### config.mk
export PLATFORM = sky130hd
export DESIGN_NAME = cbsc_sn_tx
export DESIGN_NICKNAME = d
export VERILOG_FILES = /design/src/rtl/cbsc_pkg.sv /design/src/rtl/cbsc_ref_gen.sv /design/src/rtl/cbsc_sn_tx.sv
export SDC_FILE = /design/constraint.sdc
export NUM_CORES = 1
export LEC_CHECK = 0
export ABC_AREA = 1
export BUFFER_PORTS_ARGS = -buffer_cell sky130_fd_sc_hd__buf_2
export CORE_ASPECT_RATIO = 1.75
export CORE_UTILIZATION = 27
export CTS_BUF_LIST = sky130_fd_sc_hd__clkbuf_4
export DETAILED_ROUTE_END_ITERATION = 8
export SLEW_MARGIN = 30
export SYNTH_ARGS = -nofsm -noshare
export SYNTH_HDL_FRONTEND = slang
export SYNTH_SLANG_ARGS = --single-unit
export TNS_END_PERCENT = 100
### constraint.sdc
create_clock -name clk -period 3.1 [get_ports clk]
set_input_delay 0.31 -clock clk [delete_from_list [all_inputs] [get_ports clk]]
set_output_delay 0.31 -clock clk [all_outputs]
set_load 0.05 [all_outputs]
### src/rtl/cbsc_pkg.sv
// Shared types and helpers for the CBSC stochastic link.
// Holds the default operand width, frame length and the bit-reverse map.
package cbsc_pkg;

  localparam int CBSC_WIDTH = 7;

  typedef enum logic {
    IDLE,
    RUN
  } state_t;

  function automatic int frame_len(input int w);
    return 1 << w;
  endfunction

  function automatic logic [31:0] bit_rev(
    input logic [31:0] v,
    input int          w
  );
    logic [31:0] r;
    r = '0;
    for (int i = 0; i < 32; i++) begin
      if (i < w) r[i] = v[w-1-i];
    end
    return r;
  endfunction

endpackage

### src/rtl/cbsc_ref_gen.sv
// Frame counter, last-bit flag and reference map for the SN transmitter.
// CBSC_TX_BITREV_EN selects the bit-reversed (low-discrepancy) reference.
module cbsc_ref_gen
  import cbsc_pkg::*;
#(
  parameter int WIDTH = CBSC_WIDTH
) (
  input  logic             clk,
  input  logic             rst,
  input  logic             clr,
  input  logic             en,
  output logic [WIDTH-1:0] cnt,
  output logic [WIDTH-1:0] ref_val,
  output logic             last
);

  localparam logic [WIDTH-1:0] CNT_MAX =
    WIDTH'(frame_len(WIDTH) - 1);

  // Bit index within the frame; held at zero while idle.
  always_ff @(posedge clk) begin
    if (rst || clr) begin
      cnt <= '0;
    end else if (en) begin
      cnt <= cnt + WIDTH'(1);
    end
  end

  assign last = (cnt == CNT_MAX);

`ifdef CBSC_TX_BITREV_EN
  assign ref_val = WIDTH'(bit_rev(32'(cnt), WIDTH));
`else
  assign ref_val = cnt;
`endif

endmodule

### src/rtl/cbsc_sn_tx.sv
// Transmit end of the CBSC link: framed, back-pressured SN source.
// Build option CBSC_TX_BITREV_EN selects bit-reversed reference order.
module cbsc_sn_tx
  import cbsc_pkg::*;
#(
  parameter int WIDTH = CBSC_WIDTH
) (
  input  logic             clk,
  input  logic             rst,
  input  logic             in_valid,
  output logic             in_ready,
  input  logic [WIDTH-1:0] in_x,
  input  logic [WIDTH-1:0] in_w,
  output logic             sn_valid,
  output logic             sn_bit,
  output logic             sn_gate,
  output logic             frame_start,
  output logic             frame_last,
  output logic             busy
);

  state_t           state;
  state_t           state_nx;
  logic [WIDTH-1:0] x_a;
  logic [WIDTH-1:0] w_a;
  logic [WIDTH-1:0] x_h;
  logic [WIDTH-1:0] w_h;
  logic             hold_full;
  logic             load;
  logic             accept;
  logic [WIDTH-1:0] cnt;
  logic [WIDTH-1:0] ref_val;
  logic             last;

  assign in_ready = !hold_full && !rst;
  assign accept   = in_valid && in_ready;
  assign busy     = (state == RUN) || hold_full;

  cbsc_ref_gen #(
    .WIDTH(WIDTH)
  ) u_ref (
    .clk    (clk),
    .rst    (rst),
    .clr    (state == IDLE),
    .en     (state == RUN),
    .cnt    (cnt),
    .ref_val(ref_val),
    .last   (last)
  );

  // Next state and load strobe; a wrap with a pair held chains frames.
  always_comb begin
    state_nx = state;
    load     = 1'b0;
    unique case (state)
      IDLE: begin
        if (hold_full) begin
          load     = 1'b1;
          state_nx = RUN;
        end
      end
      RUN: begin
        if (last) begin
          if (hold_full) load = 1'b1;
          else state_nx = IDLE;
        end
      end
      default: state_nx = IDLE;
    endcase
  end

  // State register.
  always_ff @(posedge clk) begin
    if (rst) state <= IDLE;
    else     state <= state_nx;
  end

  // Holding register; a write on a load cycle wins over the clear.
  always_ff @(posedge clk) begin
    if (rst) begin
      hold_full <= 1'b0;
      x_h       <= '0;
      w_h       <= '0;
    end else if (accept) begin
      hold_full <= 1'b1;
      x_h       <= in_x;
      w_h       <= in_w;
    end else if (load) begin
      hold_full <= 1'b0;
    end
  end

  // Active register driving the current frame.
  always_ff @(posedge clk) begin
    if (rst) begin
      x_a <= '0;
      w_a <= '0;
    end else if (load) begin
      x_a <= x_h;
      w_a <= w_h;
    end
  end

  // Registered per-bit outputs, all zero outside a frame.
  always_ff @(posedge clk) begin
    if (rst || state != RUN) begin
      sn_valid    <= 1'b0;
      sn_bit      <= 1'b0;
      sn_gate     <= 1'b0;
      frame_start <= 1'b0;
      frame_last  <= 1'b0;
    end else begin
      sn_valid    <= 1'b1;
      sn_bit      <= (ref_val < x_a);
      sn_gate     <= (cnt < w_a);
      frame_start <= (cnt == '0);
      frame_last  <= last;
    end
  end

endmodule

==> flow_metrics.tcl, run 1 <==
set metrics [dict create \
    grt_setup_unrepaired "no" \
    worstSetupStartpointType "flop" \
    yosys_warnings 0 \
    yosysSeqAreaShare_pct 43.3 \
    vias 1508 \
    synthSimpleGateAreaFrac_pct 19.5 \
    outcome "finished clean" \
    grt_max_degree 32 \
    synth_cells 248 \
    synthAdderAreaFrac_pct 9.02 \
    p_total_mw 1.12 \
    synth_top_family_by_area "simple AND/OR/NAND/NOR gates" \
    grt_pass1_wl_um 5950 \
    synth_common_cells "42 x dfxtp_1, 38 x inv_1, 37 x a21oi_1" \
    hold_slack_ns 0.226 \
    gr-total-overflow 0 \
    num_rows 40 \
    first_iter_violations 45 \
    yosysUniqueCellTypes 21 \
    drive_gt1_share_pct 15.3 \
    hold_class "primary input to flop" \
    vias_per_cell 4.28 \
    cp.required_ns 2.79 \
    synthFlopType "dfxtp_1" \
    clk_latency_ns 0.35 \
    slew_headroom_pct 51.6 \
    p_leak_nw 0.919 \
    cp_max_fo 17 \
    cts-root-buf "clkbuf_4" \
    slew_violations 0 \
    synth-compound-area-share_pct 15.1 \
    tightest_slew_ns 0.726 \
    gp_congestion 0.766 \
    hold_violations 0 \
    die_width_um 66.1 \
    setup.worst_path.end "busy" \
    synth_top_cell_by_area "dfxtp_1" \
    period_minus_slack_ns 2.01 \
    fmax_ghz 0.497 \
    tns_ns 0 \
    drc 0 \
    fin_nets 298 \
    nFillCells 775 \
    wire_per_inst_um 9.84 \
    synth_most_common_cell "dfxtp_1" \
    synthesis.nets 279 \
    antenna_found_initial 0 \
    dpl_cell_area_mm2 0.00207 \
    cts_max_path_buffers 2 \
    synth_xor_area_share_pct 0 \
    syn_to_final_growth_pct 10.7 \
    clock_skew_ns 0.00906 \
    cts_buffers 5 \
    cts.sinks 42 \
    worst-endpoint-arrival_ns 1.70 \
    hold_buffers 0 \
    yosys_register_bits 42 \
    post_cts_buffers 0 \
    crit-reg2reg-capture "x_h[2]" \
    ioPinCount 24 \
    fp.dieH_um 114 \
    post-dp-hpwl_um 2610 \
    firstDrtPassIters 4 \
    synth-async-reset-ratio_pct 0 \
    setup_violations 0 \
    coreArea_mm2 0.00691 \
    grt_pass1_vias 1323 \
    ant_nets 0 \
    period_share_pct 64.8 \
    port_buffers 23 \
    reg2reg_slack_ns 1.43 \
    htree_levels 2 \
    final_area_mm2 0.00215 \
    crit_start "hold_full" \
    synth_area_leaders "dfxtp_1 43%, a21oi_1 9.5%, ha_1 9.0%, inv_1 7.3%, nand3_1 5.9%" \
    final_cells 352 \
    drv_cap 0 \
    post-route-worst-setup-slack_ns 1.09 \
    grtUsageTotal_pct 10.2 \
    wirelength_um 3470 \
    power_density_mw_per_mm2 519 \
    vdd_drop_max_mv 0.265 \
    initial_utilization_pct 28.1 \
    synth_top_cell_area_share_pct 43.3 \
    cp-end-kind "output port" \
    dp_slack_ns 1.43 \
    crit_type "flop to output port" \
    reg2regPathDepth 4 \
    syn_area_mm2 0.00194 \
    synthMuxAreaShare_pct 0 \
    diodes 0 \
    clk_pin_slew_worst_paths_ns 0.13 \
    synth_area_per_cell_um2 7.83 \
    dieArea_mm2 0.00755 \
    synth_edf_count 0 \
    cts_tree "done" \
    regToRegStartpoint "hold_full" \
    final_util_pct 31.1 \
    dp_cells 344 \
    cts-resized-gates 0 \
]
-- worst max-delay path: stages, from the launching register on --
cell and delay, ns:
dfxtp_1 0.68, buf_4 0.30, or2_2 0.13, buf_2 0.25
-- flip-flops by register name, summed over array words and instances, names as in the netlist, 7 cells and up --
register and flops:
w_h 7, x_h 7, x_a 7, u_ref.cnt 7, w_a 7
-- logic make-up (layout without fill, tap and decap cells) --
| logic type | Yosys count | in the layout |
|---|---|---|
| AND/OR/NAND/NOR | 82 | 82 |
| AO/OA/AOI/OAI | 58 | 58 |
| buffers and inverters | 52 | 72 |
| flip-flops | 42 | 42 |
| adder cells (fa/ha/maj) | 14 | 14 |
-- worst min-delay path by stage --
stage                        from      endpoint  slack (ns)  cells after the start
after global placement     w_h[3]        w_h[3]        0.44                      2
final                     in_w[3]        w_h[3]        0.23                      3
after global routing      in_w[6]        w_h[6]        0.22                      3
after floorplan               rst  u_ref.cnt[6]        0.39                      1
after CTS                 in_w[5]        w_h[5]        0.21                      3
after detailed placement   x_h[6]        x_h[6]        0.45                      2
-- layout by cell type (no fill, tap or decap), drive strengths merged --
cell and count:
a31oi 1, nor4 1, dfxtp 42, nand2 27, or2 1, inv 40
clkinvlp 1, o21a 1, nand3 23, ha 14, o21ai 19, nor2 28
nor3 1, bufinv 1, clkbuf 6, nor3b 1, buf 24, a21oi 37
-- where the power goes --
part / internal, mW / switching (mW) / total (mW)
registers: 0.574 / 0.0181 / 0.592
logic: 0.0594 / 0.107 / 0.166
clock network: 0.179 / 0.178 / 0.357
-- layer usage --
| layer | global-route usage [%] | up-vias | routed length, µm |
|---|---|---|---|
| met1 | 12.1 | 641 | 1510 |
| met3 | 2.49 | 6 | 145 |
| met5 | 0 | - | 0 |
| li1 | - | 837 | - |
| met2 | 17.2 | 24 | 1760 |
| met4 | 4.26 | 0 | 53 |
-- area by class of cell --
| class | count | area (µm²) | area share, % |
|---|---|---|---|
| inverters | 40 | 150 | 6.98 |
| repair buffers | 24 | 123 | 5.70 |
| clock inverters | 2 | 37.5 | 1.75 |
| clock buffers | 6 | 45.0 | 2.10 |
| well taps | 84 | 105 | 4.89 |
| flip-flops and latches | 42 | 841 | 39.1 |
| multi-input cells | 154 | 848 | 39.5 |
No activity file was read; power rests on OpenSTA's default activity.
==> inputs of run 2 (changes only) <==
==> constraint.sdc (replaced) <==
create_clock -name clk -period 2 [get_ports clk]
set_input_delay 0.2 -clock clk [delete_from_list [all_inputs] [get_ports clk]]
set_output_delay 0.2 -clock clk [all_outputs]
set_load 0.05 [all_outputs]
==> run 2 against run 1 <==
Wire length is 2.8% higher. Highest routed layer unchanged. Clock skew rose by 0.0031 ns. Largest power group unchanged. Final cell count is 0.57% higher. Non-clock buffer count rose by 2. Register-to-register slack got worse by 0.94 ns. Combinational power up 62%. Worst hold slack got worse by 0.12 ns. Critical path depth unchanged. Critical path type unchanged. Design area is 1.6% higher. Total power grew 66%. Setup slack lost 0.75 ns.
==> flow_metrics.tcl, run 2 (same netlist as run 1, synthesis figures left out) <==
set metrics [dict create \
    wirelength_um 3560 \
    wire_per_inst_um 10.1 \
    period_share_pct 83.2 \
    coreArea_mm2 0.00691 \
    reg2regPathDepth 8 \
    tightest_slew_ns 0.653 \
    hold_violations 0 \
    period_minus_slack_ns 1.66 \
    hold_buffers 0 \
    final_common_cell "dfxtp_1" \
    cts-resized-gates 0 \
    first_iter_violations 21 \
    cts.sinks 42 \
    critical_path.slowest_cell "dfxtp_1" \
    htree_levels 2 \
    dp_cells 346 \
    layout_common_cells "42 x dfxtp_1, 38 x inv_1, 37 x a21oi_1" \
    outcome "finished clean" \
    grtUsageTotal_pct 10.4 \
    clk_pin_slew_worst_paths_ns 0.13 \
    post_cts_buffers 0 \
    cts_max_path_buffers 2 \
    worstSetupStartpointType "flop" \
    diodes 0 \
    gr-total-overflow 0 \
    slew_violations 0 \
    grt_pass1_vias 1405 \
    cp.required_ns 1.80 \
    setup_violations 0 \
    power_density_mw_per_mm2 848 \
    cts_buffers 5 \
    port_buffers 23 \
    drive_gt1_share_pct 15.6 \
    ant_nets 0 \
    clock_skew_ns 0.0121 \
    p_leak_nw 0.940 \
    cts-root-buf "clkbuf_4" \
    tns_ns 0 \
    cp-end-kind "output port" \
    die_width_um 66.1 \
    firstDrtPassIters 4 \
    post-dp-hpwl_um 2630 \
    crit_type "flop to output port" \
    grt_max_degree 32 \
    vdd_drop_max_mv 0.377 \
    final_cells 354 \
    fp.dieH_um 114 \
    vias_per_cell 4.36 \
    drv_cap 0 \
    hold_depth 3 \
    cts_tree "done" \
    worst-endpoint-arrival_ns 1.46 \
    grt_setup_unrepaired "no" \
    ioPinCount 24 \
    vias 1544 \
    cp_max_fo 31 \
    fmax_ghz 0.601 \
    fin_nets 300 \
    hold_class "primary input to flop" \
    slew_headroom_pct 56.5 \
    dieArea_mm2 0.00755 \
    antenna_found_initial 0 \
    nFillCells 792 \
    grt_pass1_wl_um 6040 \
    num_rows 40 \
    drc 0 \
    initial_utilization_pct 28.1 \
    clk_latency_ns 0.36 \
    syn_to_final_growth_pct 12.4 \
    slowest_delay_ns 0.37 \
    gp_congestion 0.756 \
    critical_path.cell_chain "buf_4 > or2_2 > buf_2" \
]
==> run 2: cell count changes in the layout (fill, tap and decap cells not counted), sizes merged <==
cell	change
buf	+2
bufinv	+1
clkbuf	-1
clkinv	+1
clkinvlp	-1
==> run 2: area by class of cell <==
cell class                      instances  area, µm²  area share, %
Clock buffer                            5       37.5           1.72
Clock inverter                          3       63.8           2.92
Inverter                               40        150           6.88
Multi-Input combinational cell        154        848           38.9
Sequential cell                        42        841           38.5
Tap cell                               84        105           4.81
Timing Repair Buffer                   26        138           6.30
==> run 2: power by group <==
| group | internal [mW] | leakage, nW | total [mW] | switching (mW) |
|---|---|---|---|---|
| combinational | 0.0946 | 0.543 | 0.269 | 0.175 |
| clock | 0.385 | 0.0528 | 0.670 | 0.284 |
| sequential | 0.890 | 0.344 | 0.913 | 0.0228 |
==> run 2: final timing paths <==
| check | start | end | slack, ns |
|---|---|---|---|
| max | hold_full | busy | 0.34 |
| min | in_w[0] | w_h[0] | 0.10 |
| max reg2reg | u_ref.cnt[1] | x_a[1] | 0.49 |
| min reg2reg | w_h[4] | w_h[4] | 0.46 |
==> run 2: routing by layer <==
metal	share of wire (%)	vias to the layer above	global-route usage [%]	wire length (µm)
met3	4.4	5	3.29	156
met2	48	25	17.6	1720
met5	0	-	0	0
met4	1.8	0	4.68	65
li1	-	838	-	-
met1	46	676	11.7	1630
==> run 2: worst max-delay path: cells and delay by family, from the launching register on <==
kind                   cells  cell delay, ns
buffers and inverters      2            0.57
DFF                        1            0.37
and+or+nand+nor            1            0.16
==> run 2: per-stage QoR <==
step | power (mW) | area, µm² | worst slack [ns] | hold slack, ns | util (%)
CTS | 1.87 | 2180 | 0.318 | 0.0922 | 31.6
global route | 1.94 | 2180 | 0.239 | 0.0879 | 31.6
detailed placement | 1.20 | 2080 | 0.510 | 0.443 | 30.1
global placement | 1.20 | 2080 | 0.549 | 0.439 | 30.1
finish | 1.85 | 2180 | 0.336 | 0.102 | 31.6
floorplan | 1.16 | 1940 | 0.657 | 0.279 | -
